<file path="config.mk">
export PLATFORM = sky130hd
export DESIGN_NAME = bus_rr_arbiter
export DESIGN_NICKNAME = d
export VERILOG_FILES = /design/src/rtl/bus_rr_arbiter_pkg.sv /design/src/rtl/bus_rr_arbiter_rr_pick.sv /design/src/rtl/bus_rr_arbiter.sv
export SDC_FILE = /design/constraint.sdc
export NUM_CORES = 1
export LEC_CHECK = 0
export ABC_AREA = 1
export CORE_AREA = 3 3 136 138
export CTS_BUF_LIST = sky130_fd_sc_hd__clkbuf_4 sky130_fd_sc_hd__clkbuf_8
export CTS_CLUSTER_SIZE = 28
export DETAILED_ROUTE_END_ITERATION = 6
export DIE_AREA = 0 0 139 141
export PLACE_DENSITY = 0.68
export SYNTH_ARGS = -nofsm -noshare
export SYNTH_HDL_FRONTEND = slang
export SYNTH_SLANG_ARGS = --single-unit
</file>
<file path="constraint.sdc">
create_clock -name clk -period 2 [get_ports clk]
set_input_delay 0.4 -clock clk [delete_from_list [all_inputs] [get_ports clk]]
set_output_delay 0.4 -clock clk [all_outputs]
set_load 0.005 [all_outputs]
</file>
<file path="src/rtl/bus_rr_arbiter_pkg.sv">
// Shared constants and types for the round-robin bus arbiter.
// Latency: n/a (declarations only).
// Backpressure: n/a.
package bus_rr_arbiter_pkg;

    // Field widths of one master's request.
    localparam int ADDR_W = 32;
    localparam int DATA_W = 32;
    localparam int WR_W   = 4;
    localparam int EN_W   = 1;

    localparam int DEFAULT_NMASTERS       = 3;
    localparam int DEFAULT_TIMEOUT_CYCLES = 255;

    // Arbiter FSM: IDLE arbitrates, BUSY owns the slave for one transfer.
    typedef enum logic {
        ST_IDLE = 1'b0,
        ST_BUSY = 1'b1
    } state_t;

endpackage

</file>
<file path="src/rtl/bus_rr_arbiter_rr_pick.sv">
// Round-robin picker: one-hot grant to the first requester after 'last', wrapping.
// Latency: purely combinational.
// Backpressure: none; the caller decides when to register the result.
module rr_pick #(
    parameter int NMASTERS = 3,
    parameter int IDX_W    = 2
) (
    input  logic [NMASTERS-1:0] req,
    input  logic [IDX_W-1:0]    last,
    output logic [NMASTERS-1:0] grant
);

    logic [IDX_W-1:0] idx;
    logic             found;

    // Scan offsets 1..NMASTERS from last so 'last' itself is checked at the very end.
    always_comb begin
        grant = '0;
        found = 1'b0;
        idx   = '0;
        for (int k = 1; k <= NMASTERS; k++) begin
            idx = IDX_W'((int'(last) + k) % NMASTERS);
            if (!found && req[idx]) begin
                grant[idx] = 1'b1;
                found      = 1'b1;
            end
        end
    end

endmodule

</file>
<file path="src/rtl/bus_rr_arbiter.sv">
// Round-robin arbiter granting NMASTERS bus masters access to one slave, with timeout.
// Latency: request at cycle t drives slave_enable at t+1; ready/error pulse in the slave-ready cycle.
// Backpressure: masters hold master_enable until ready/error; requests seen while BUSY wait for the next IDLE.
module bus_rr_arbiter
    import bus_rr_arbiter_pkg::*;
#(
    parameter int NMASTERS       = DEFAULT_NMASTERS,
    parameter int TIMEOUT_CYCLES = DEFAULT_TIMEOUT_CYCLES
) (
    input  logic                         clk,
    input  logic                         rst,
    input  logic [ADDR_W*NMASTERS-1:0]   master_address,
    input  logic [DATA_W*NMASTERS-1:0]   master_data_i,
    input  logic [WR_W*NMASTERS-1:0]     master_wr,
    input  logic [EN_W*NMASTERS-1:0]     master_enable,
    output logic [DATA_W-1:0]            master_data_o,
    output logic [NMASTERS-1:0]          master_ready,
    output logic [NMASTERS-1:0]          master_error,
    input  logic [DATA_W-1:0]            slave_data_i,
    input  logic                         slave_ready,
    input  logic                         slave_error,
    output logic [ADDR_W-1:0]            slave_address,
    output logic [DATA_W-1:0]            slave_data_o,
    output logic [WR_W-1:0]              slave_wr,
    output logic                         slave_enable
);

    localparam int IDX_W = (NMASTERS > 1) ? $clog2(NMASTERS) : 1;
    localparam int CNT_W = $clog2(TIMEOUT_CYCLES + 1);

    // Counter value seen in the last BUSY cycle before a timeout is declared.
    localparam logic [CNT_W-1:0] CNT_LAST = CNT_W'(TIMEOUT_CYCLES - 1);
    // After reset the highest index is "last", so master 0 has first priority.
    localparam logic [IDX_W-1:0] LAST_RST = IDX_W'(NMASTERS - 1);

    state_t              state, state_d;
    logic [NMASTERS-1:0] grant, grant_d;
    logic [CNT_W-1:0]    cnt, cnt_d;
    logic [IDX_W-1:0]    last, last_d;

    logic [NMASTERS-1:0] pick;
    logic [IDX_W-1:0]    g_idx;
    logic                gnt_en;
    logic [ADDR_W-1:0]   sel_addr;
    logic [DATA_W-1:0]   sel_data;
    logic [WR_W-1:0]     sel_wr;
    logic                ready_fire;
    logic                error_fire;

    rr_pick #(
        .NMASTERS (NMASTERS),
        .IDX_W    (IDX_W)
    ) u_rr_pick (
        .req   (master_enable),
        .last  (last),
        .grant (pick)
    );

    // One-hot grant to index plus AND-OR mux of the granted master's request fields.
    always_comb begin
        sel_addr = '0;
        sel_data = '0;
        sel_wr   = '0;
        g_idx    = '0;
        for (int i = 0; i < NMASTERS; i++) begin
            if (grant[i]) begin
                sel_addr = sel_addr | master_address[i*ADDR_W +: ADDR_W];
                sel_data = sel_data | master_data_i[i*DATA_W +: DATA_W];
                sel_wr   = sel_wr   | master_wr[i*WR_W +: WR_W];
                g_idx    = IDX_W'(i);
            end
        end
        gnt_en = |(master_enable & grant);
    end

    // Next-state logic: arbitrate in IDLE; in BUSY abort, complete, time out or keep counting.
    always_comb begin
        state_d    = state;
        grant_d    = grant;
        cnt_d      = cnt;
        last_d     = last;
        ready_fire = 1'b0;
        error_fire = 1'b0;
        case (state)
            ST_IDLE: begin
                if (|master_enable) begin
                    state_d = ST_BUSY;
                    grant_d = pick;
                    cnt_d   = '0;
                end
            end
            ST_BUSY: begin
                if (!gnt_en) begin
                    // Granted master withdrew: silent abort, priority pointer untouched.
                    state_d = ST_IDLE;
                    grant_d = '0;
                end else if (slave_ready) begin
                    // Ready beats a coincident timeout.
                    ready_fire = 1'b1;
                    error_fire = slave_error;
                    last_d     = g_idx;
                    state_d    = ST_IDLE;
                    grant_d    = '0;
                end else if (cnt == CNT_LAST) begin
                    error_fire = 1'b1;
                    last_d     = g_idx;
                    state_d    = ST_IDLE;
                    grant_d    = '0;
                end else begin
                    cnt_d = cnt + CNT_W'(1);
                end
            end
            default: begin
                state_d = ST_IDLE;
                grant_d = '0;
            end
        endcase
    end

    // Output drive: everything zero under reset or in IDLE; BUSY forwards the granted request.
    always_comb begin
        slave_enable  = 1'b0;
        slave_address = '0;
        slave_data_o  = '0;
        slave_wr      = '0;
        master_ready  = '0;
        master_error  = '0;
        master_data_o = '0;
        if (!rst && state == ST_BUSY) begin
            slave_enable  = 1'b1;
            slave_address = sel_addr;
            slave_data_o  = sel_data;
            slave_wr      = sel_wr;
            master_ready  = grant & {NMASTERS{ready_fire}};
            master_error  = grant & {NMASTERS{error_fire}};
            if (ready_fire) begin
                master_data_o = slave_data_i;
            end
        end
    end

    // State, grant, busy counter and round-robin pointer registers.
    always_ff @(posedge clk) begin
        if (rst) begin
            state <= ST_IDLE;
            grant <= '0;
            cnt   <= '0;
            last  <= LAST_RST;
        end else begin
            state <= state_d;
            grant <= grant_d;
            cnt   <= cnt_d;
            last  <= last_d;
        end
    end

endmodule

</file>
==> results.txt <==
----------------------------------------------------
[Routing]
  DR vias ... 5,565
  DRC violation count after routing ... 0
  Antenna violation net count after detailed routing ... 0
  Detailed router's first-iteration violation count ... 269
  Final Routed Wirelength ... 19,000 µm
  Via-per-instance ratio ... 4.31
  TritonRoute pass-1 iters ... 4
  Detail-routed net length per standard cell ... 14.8 µm

[Synth]
  Post-synthesis cell type count ... 31
  Number of nets produced by synthesis ... 928
  Proportion of register bits with asynchronous set or reset after synthesis ... 0%
  Number of instances in the synthesized netlist ... 679
  Proportion of synthesized chip area in sequential cells ... 8.92%
  Library cell occupying the most area in the post-synthesis netlist ... sky130_fd_sc_hd__nand2_1
  Synthesized area ... 3140 µm²
  Cell types occupying the most area after synthesis ... sky130_fd_sc_hd__nand2_1, sky130_fd_sc_hd__nand3_1, sky130_fd_sc_hd__inv_1
  Most instantiated flip-flop cell in the synthesis netlist ... sky130_fd_sc_hd__dfxtp_1
  Most instantiated library cell after synthesis ... sky130_fd_sc_hd__nand2_1
  Number of enable-type register cells in the synthesized netlist ... 0
  Mean instance size in the synthesized netlist ... 4.63 µm²
  Number of synthesized register bits ... 14
  Portion of synthesized cell area occupied by the leading cell type ... 42.5%
  Synth top cells by count ... sky130_fd_sc_hd__nand2_1, sky130_fd_sc_hd__inv_1, sky130_fd_sc_hd__nand3_1
  Total of warnings raised by yosys ... 0

[CTS]
  Clock slew seen by the registers of the worst setup and hold paths ... 0.06 ns
  Clock sink count ... 14
  TritonCTS clock tree ... built
  Number of buffers added by the clock tree synthesis step ... 3
  Cell at the root of the clock tree ... sky130_fd_sc_hd__clkbuf_8
  Hold buffers post-CTS ... 0
  Bufs on Longest Clock Path ... 2
  Insertion delay of the later-clocked pin in the worst-skew pair ... 0.25 ns
  H-tree levels ... 1

[Critical path]
  Crit-path max FO ... 6
  Element type at the critical path start ... flop
  Path type of the worst setup path ... reg2out
  Cells traversed along the worst timing path ... inv_2, nor2_4, buf_6, buf_12, buf_16, buf_4, nand2_1, inv_1, dlygate4sd2_1
  Critical path required time ... 1.60 ns
  Type of destination of the critical path ... primary output
  CP arrival ... 1.56 ns
  Source of the worst register-to-register timing path ... grant[1]
  CP max-delay cell ... sky130_fd_sc_hd__dfxtp_2
  Critical R2R Capture ... cnt[6]
  R2r setup slk ... 0.16 ns
  Largest stage delay, worst path ... 0.32 ns
  Critical path depth in cells ... 9
  Number of cells on the worst reg-to-reg path ... 11
  Launch point of the critical path ... state
  Count of buffering cells on the critical path with inverters included ... 7
  Cell type group with the largest total delay on the critical path ... buffers and inverters
  Capture point of the critical path ... slave_address[13]

[GRT]
  Number of global-route vias before repair ... 5,413
  Wire length of the first global-routing pass ... 29,000 µm
  Largest net degree at the start of global routing ... 45
  Antenna violations before repair ... 0
  Gr ovfl total ... 0
  Global-route usage over all layers ... 18.1%

[STA]
  Sum Neg Setup Slack ... 0 ns
  Hold Fails Final Rpt ... 0
  Clock skew ... 0.00759 ns
  Number of setup violations in the final report ... 0
  Ratio of final minimum period to clock period ... 98.0%
  Post-Route Hold Slack ... 0.537 ns
  Slew of the pin with the lowest slew margin ... 0.286 ns
  Final worst setup slack ... 0.0401 ns
  Max Transition Viols Final ... 0
  Worst rel slew slack ... 80.9%
  Fmax ... 510 MHz
  Minimum clock period after layout ... 1.96 ns

[Power]
  Post-layout power ... 0.00200 W
  Worst IR drop on VDD ... 187 µV
  Leakage power of the design ... 3.98 nW
  Power per standard cell area ... 269 nW/µm²

[Floorplan]
  Die Area ... 19,600 µm²
  Starting density of the core ... 18.2%
  Area inside the core boundary ... 17,300 µm²
  Die Y ... 141 µm
  X dimension of the die ... 139 µm
  Boundary Pins ... 350
  Core Rows ... 48

[Layout]
  P&R area growth vs syn ... 137%
  Fraction of final layout cells with drive strength greater than 1 ... 15.6%
  Total inserted antenna cells ... 0
  Cell area after layout ... 7460 µm²
  Final nets ... 1,315

[Worst hold path]
  Number of instances on the worst hold path ... 2
  Type of the worst min-delay path ... reg2reg

[Placement]
  Number of buffers inserted by port buffering ... 349
  Post-DP Area ... 7120 µm²
  Detail Placement HPWL ... 14,000 µm
  Worst-case setup slack after placement ... -0.529 ns
  Placer congestion estimate ... 0.886

[Run status]
  Outcome ... finished, final reports clean

[Flow run]
  Maxcap violations ... 0

----------------------------------------------------
==> flip-flops by register name, summed over array words and instances, names as in the netlist <==
register  cells
last          2
cnt           8
state         1
grant         3
==> worst min-delay path by stage <==
stage | to | slack (ns) | start
floorplan | cnt[0] | 0.45 | cnt[0]
global placement | last[1] | 0.52 | last[1]
detailed placement | last[1] | 0.53 | last[1]
CTS | last[1] | 0.54 | last[1]
global route | cnt[0] | 0.58 | cnt[0]
finish | last[1] | 0.54 | last[1]
==> worst reg2reg max path, delay by kind of cell (launching register included) <==
kind,cells,cell delay (ns)
buffers and inverters,5,0.62
AOI/OAI and AO/OA,1,0.13
and+or+nand+nor,5,0.67
DFF,1,0.37
==> placed cells by master (no fill, tap or decap), types with 2 or more instances in the layout <==
master | netlist | routed
sky130_fd_sc_hd__dfxtp_4 | 0 | 3
sky130_fd_sc_hd__buf_2 | 14 | 33
sky130_fd_sc_hd__o211ai_1 | 2 | 2
sky130_fd_sc_hd__clkdlybuf4s15_1 | 0 | 7
sky130_fd_sc_hd__o21ai_1 | 2 | 2
sky130_fd_sc_hd__nand3_1 | 83 | 80
sky130_fd_sc_hd__clkdlybuf4s50_1 | 0 | 237
sky130_fd_sc_hd__nand4_2 | 2 | 2
sky130_fd_sc_hd__a21oi_2 | 4 | 4
sky130_fd_sc_hd__clkdlybuf4s15_2 | 0 | 2
sky130_fd_sc_hd__inv_2 | 4 | 4
sky130_fd_sc_hd__inv_1 | 84 | 84
sky130_fd_sc_hd__dlygate4sd2_1 | 0 | 54
sky130_fd_sc_hd__ha_2 | 0 | 2
sky130_fd_sc_hd__buf_8 | 0 | 3
sky130_fd_sc_hd__buf_12 | 0 | 15
sky130_fd_sc_hd__nand3_2 | 2 | 5
sky130_fd_sc_hd__nand2_1 | 356 | 352
sky130_fd_sc_hd__ha_1 | 6 | 4
sky130_fd_sc_hd__xor2_1 | 4 | 4
sky130_fd_sc_hd__clkbuf_2 | 0 | 16
sky130_fd_sc_hd__clkbuf_8 | 0 | 4
sky130_fd_sc_hd__nand2_2 | 6 | 9
sky130_fd_sc_hd__buf_16 | 0 | 5
sky130_fd_sc_hd__buf_6 | 1 | 9
sky130_fd_sc_hd__a21oi_1 | 8 | 8
sky130_fd_sc_hd__nor2_1 | 40 | 40
sky130_fd_sc_hd__nand4_1 | 6 | 6
sky130_fd_sc_hd__nor3_1 | 4 | 4
sky130_fd_sc_hd__nor2_4 | 3 | 3
sky130_fd_sc_hd__buf_4 | 1 | 41
sky130_fd_sc_hd__dfxtp_1 | 14 | 10
==> where the power goes <==
group          total (W)  switching (W)  internal [W]
logic            0.00143       0.000605      0.000820
clock network   0.000279       0.000104      0.000174
registers       0.000299     0.00000964      0.000290
total            0.00200       0.000719       0.00128
==> cell families after synthesis <==
group           count (synthesis)  synth area share [%]
simple gates                  504                  66.5
flops                          14                  8.92
fa+ha+maj                       6                  2.39
compound gates                 21                  4.46
xor+xnor                        4                  1.11
buf+inv                       130                  16.6
==> per-stage QoR <==
stage               util, %  instances
floorplan                 -        679
global placement       41.2       1248
detailed placement     41.2       1248
CTS                    43.5       1285
global route           43.1       1290
finish                 43.1       1290
==> area by class of cell <==
| type | instances | area [µm²] |
|---|---|---|
| inverters | 89 | 339 |
| fillers | 1824 | 9840 |
| flip-flops and latches | 14 | 293 |
| repair buffers | 423 | 4110 |
| well taps | 225 | 282 |
| clock buffers | 4 | 55.1 |
| multi-input cells | 535 | 2380 |
==> per-layer routing <==
layer | track usage (%) | vias up | wire length, µm
met4 | 2.88 | 0 | 280
met3 | 3.29 | 22 | 1440
li1 | - | 2822 | -
met5 | 0 | - | 0
met2 | 33.9 | 288 | 9540
met1 | 22.0 | 2433 | 7780
==> repair_timing <==
action,4_1_cts,5_1_grt
setup endpoints to repair,107,51
gates resized for setup,248,48
gates cloned,9,0
buffers inserted,24,8
pin swaps,10,9
endpoints found under the hold margin,0,0
No activity file was read; power rests on OpenSTA's default activity.
==> edit 1, RTL diff (config.mk and constraints unchanged) <==
Change the package constant `WR_W` from 4 to 5.
--- a/src/rtl/bus_rr_arbiter_pkg.sv
+++ b/src/rtl/bus_rr_arbiter_pkg.sv
@@ -6,7 +6,7 @@
     // Field widths of one master's request.
     localparam int ADDR_W = 32;
     localparam int DATA_W = 32;
-    localparam int WR_W   = 4;
+    localparam int WR_W   = 5;
     localparam int EN_W   = 1;
 
     localparam int DEFAULT_NMASTERS       = 3;
Ports: changed (resized master_wr and slave_wr); port bits go from 350 to 354. No check against the original RTL was run, so the function may have changed too.
==> edit 1 against the unedited design <==
Sequential cell count stayed put; setup slack worse by 0.019 ns; design area is 8.3% higher; first-iteration DRC count is 20% lower; synthesized area is 0.68% higher; maximum frequency is 0.98% lower; sequential share of layout area is 0.24 points lower; power is 11% higher; wire length is 10% higher.
==> edit 1: results (changes against the unedited design) <==
[status]
status=completed

[global_route]
grt_pass1_wl_mm=30.21  ; +4.2%
grt_max_degree=26  ; -42%

[setup_path]
path_max_fanout=5  ; -1
ff2ff_setup_slack_ns=0.23  ; +0.07 ns
crit_path_start=rst
timing.rr.start=last[0]
crit_arrival_ns=1.58  ; +0.02 ns
r2r_cells=12  ; +1
crit_slowest_cell=clkdlybuf4s15_1
crit_path_end=master_data_o[20]

[layout]
clk_share_pct=0.6816  ; -0.056 points
drive_above_1_share_pct=21.63  ; +6.0 points
multi_input_area_mm2=0.002495  ; +4.7%
fin_nets=1367  ; +4.0%
area_delta_synth_final_pct=155.3
layout.cells.non_filler=1339  ; +3.8%
inverters_excl_clock=91  ; +2.2%
fillers=1773  ; -2.8%
sh_seq_area_pct=3.687  ; -0.24 points

[pwr]
swShare_pct=35.83  ; -0.070 points
p_leak_nw=4.311  ; +8.4%
comb_power_mw=1.63  ; +14%

[placed_design]
portBuffers=353  ; +1.1%
gp_congestion=0.9034  ; +2.0%
dpl.hpwl_mm=14.55  ; +3.7%
dp_slack_ns=-0.5081  ; +0.02134 ns

[logic_synthesis]
synth_adder_area_share_pct=2.373  ; -0.016 points
yosys-top-cells-area=nand2_1 43%, nand3_1 13%, inv_1 10%, dfxtp_1 8.9%, nor2_1 4.9%
synth_nets=941  ; +1.4%
synthXorXnorAreaFrac_pct=0.8307  ; -0.28 points
synth_compound_area_share_pct=3.718  ; -0.74 points
avgSynthCellArea_um2=4.591  ; -0.78%

[drt]
via_per_inst=4.303  ; -0.25%
wl_per_cell_um=15.65  ; +6.0%

[timing]
period_share_pct=98.96  ; +0.97 points
whs_ns=0.5471  ; +0.01011 ns

[clocking]
post_cts_buffers=27  ; +13%
cts_resized=239  ; -3.6%

-- edit 1: cell count changes in the layout (fill, tap and decap cells not counted), moves of 4 or more --
cell,delta
a21oi_1,+4
a21oi_2,-4
buf_12,+6
buf_16,+5
buf_4,+19
clkbuf_2,+17
clkdlybuf4s15_1,+5
dfxtp_1,-4
dfxtp_2,+4
dlygate4sd2_1,-21
nand2_2,+9
nand3_1,-5
nand3_2,+5
nor2_1,-4
-- edit 1: stage by stage --
stage | util, % | power [mW]
floorplan | - | 0.7789
global placement | 42.38 | 1.622
detailed placement | 42.38 | 1.622
CTS | 45.80 | 2.170
global route | 46.69 | 2.378
finish | 46.69 | 2.232
-- edit 1: layer usage --
metal  vias up  routed length [µm]  GRT usage, %
met4         0                 623         5.201
met5         -                   0             0
met1      2531                8355         23.08
met3        35                1513         4.104
li1       2929                   -             -
met2       267               10460         35.11
==> edit 2, RTL diff (config.mk and constraints unchanged) <==
Made on the original files. Register the output `master_error`, without a reset; this adds one clock of latency there. The other outputs are not delayed to match.
--- a/src/rtl/bus_rr_arbiter.sv
+++ b/src/rtl/bus_rr_arbiter.sv
@@ -32,6 +32,8 @@
     localparam logic [CNT_W-1:0] CNT_LAST = CNT_W'(TIMEOUT_CYCLES - 1);
     // After reset the highest index is "last", so master 0 has first priority.
     localparam logic [IDX_W-1:0] LAST_RST = IDX_W'(NMASTERS - 1);
+
+    logic [NMASTERS-1:0] master_error_d;
 
     state_t              state, state_d;
     logic [NMASTERS-1:0] grant, grant_d;
@@ -124,7 +126,7 @@
         slave_data_o  = '0;
         slave_wr      = '0;
         master_ready  = '0;
-        master_error  = '0;
+        master_error_d = '0;
         master_data_o = '0;
         if (!rst && state == ST_BUSY) begin
             slave_enable  = 1'b1;
@@ -132,7 +134,7 @@
             slave_data_o  = sel_data;
             slave_wr      = sel_wr;
             master_ready  = grant & {NMASTERS{ready_fire}};
-            master_error  = grant & {NMASTERS{error_fire}};
+            master_error_d = grant & {NMASTERS{error_fire}};
             if (ready_fire) begin
                 master_data_o = slave_data_i;
             end
@@ -154,5 +156,9 @@
         end
     end
 
+    always_ff @(posedge clk) begin
+        master_error <= master_error_d;
+    end
+
 endmodule
 
Formal check against the unedited RTL: not equivalent (a bounded check fails within 4 cycles, from zero or initial values and one cycle with rst high).
==> edit 2 against the unedited design <==
The flow now finishes with violations (setup timing); power is 14% higher; design area rose by 5.6%; final cell count up 1.1%; utilization is 2.4 points higher; wire length grew 2.8%; combinational power is 15% higher; worst hold slack lost 0.038 ns; sequential cell count up 3; synthesized area grew 4.3%; setup slack got worse by 0.048 ns; highest routed layer unchanged.
==> edit 2: results (changes against the unedited design) <==
[status]
status=finished with violations
violations=setup timing

[clocking]
clk_latency_ns=0.26
clk_pin_slew_ns=0.07
post_cts_buffers=22  ; -8.3%
clockBufferDepth=2  ; unchanged
cts_tree=done
cts_resized=212  ; -15%
cts_buffers=3  ; unchanged
htreeDepth=1  ; unchanged
root_buffer=clkbuf_8

[logic_synthesis]
yosysSeqAreaShare_pct=10.39  ; +1.5 points
synth_nets=940  ; +1.3%
ys_top_cells_by_count=355 x nand2_1, 87 x nand3_1, 85 x inv_1
synth_ff_type=dfxtp_1
yosys-top-cells-area=nand2_1 41%, nand3_1 13%, dfxtp_1 10%, inv_1 9.7%, nor2_1 5.8%
synthArstFlopShare_pct=0  ; unchanged
ys_types=31  ; unchanged
yosysWarnings=0  ; unchanged

[setup_path]
crit_arrival_ns=1.61  ; +0.05 ns
path_max_fanout=8  ; +2
critical_path.top_delay_family=buffers and inverters
slowest_delay_ns=0.36  ; +0.04 ns
crit_slowest_cell=dfxtp_4

[pwr]
swShare_pct=36.46  ; +0.56 points
p_leak_nw=4.116  ; +3.5%
comb_power_mw=1.64  ; +15%
irDropWorstVdd_v=0.0001967  ; +5.1%
p_clk_mw=0.274  ; -2%

[timing]
finalSetupViolations=1  ; +1
timing.final.ws_setup_ns=-0.007912  ; -0.04797 ns
maxSlewHeadroom_pct=78.93  ; -2.0 points
finClkSkew_ns=0.003862  ; -0.003729 ns

[placed_design]
placed_cell_area_mm2=0.007249  ; +1.8%
gp_congestion=0.8791  ; -0.75%
dpl.hpwl_mm=14.35  ; +2.2%
portBuffers=349  ; unchanged

[drt]
ant_nets=0  ; unchanged
wl_per_cell_um=15.02  ; +1.7%
firstDrtPassIters=5  ; +1
first_iter_violations=211  ; -22%
via_per_inst=4.321  ; +0.17%

[layout]
diodes=0  ; unchanged
drive_above_1_share_pct=16.50  ; +0.91 points
fillers=1815  ; -0.49%
reg.largest.list=cnt x8, grant x3, master_error x3
fin_nets=1329  ; +1.1%

[global_route]
grt_pass1_vias=5583  ; +3.1%
grt_usage_pct=18.47  ; +0.34 points
antenna_found_initial=0  ; unchanged
grt_max_degree=41  ; -8.9%
grt_pass1_wl_mm=29.50  ; +1.7%

[worst_hold_path]
hold_class=register to register

edit 2: cell types whose count changed after synthesis, moves of 4 or more:
cell / delta
clkbuf_1: -6
nand3_1: +4
buf_6: +5
nor2_1: +11
nor3_1: -4
edit 2: layer usage:
metal	vias up	global-route usage, %	routed length, µm
li1	2864	-	-
met1	2444	21.15	7541
met2	288	34.24	9838
met3	39	4.749	1632
met4	0	4.583	573
met5	-	0	0
edit 2: final cells by class:
| class | instances | area [µm²] | share of cell area (%) |
|---|---|---|---|
| flip-flops and latches | 17 | 352.8 | 4.478 |
| repair buffers | 423 | 4310 | 54.71 |
| well taps | 225 | 281.5 | 3.573 |
| clock buffers | 4 | 48.80 | 0.6193 |
| multi-input cells | 544 | 2539 | 32.22 |
| inverters | 91 | 346.6 | 4.399 |
edit 2: final timing paths:
kind / from / end / slack [ns] / cells after the start
max: grant[1] / master_data_o[27] / -0.008 / 10
min: cnt[0] / cnt[0] / 0.50 / 1
max reg2reg: grant[0] / cnt[7] / 0.05 / 14
min reg2reg: cnt[0] / cnt[0] / 0.50 / 1
edit 2: stage by stage:
step	cells	power [mW]	TNS [ns]	hold slack [ns]	setup slack (ns)
floorplan	691	0.9248	0	0.4503	0.4731
global placement	1259	1.795	-39.45	0.4763	-0.4489
detailed placement	1259	1.790	-40.76	0.4805	-0.4691
CTS	1296	2.243	-0.03921	0.5026	-0.02673
global route	1304	2.450	-0.7111	0.5210	-0.07221
finish	1304	2.283	-0.007912	0.4990	-0.007912
edit 2: kinds of logic after synthesis:
| group | Yosys count | synth area share (%) |
|---|---|---|
| simple gates | 519 | 66.74 |
| compound gates | 17 | 3.208 |
| fa+ha+maj | 6 | 2.291 |
| flops | 17 | 10.39 |
| buf+inv | 130 | 16.84 |
| xor+xnor | 2 | 0.5347 |
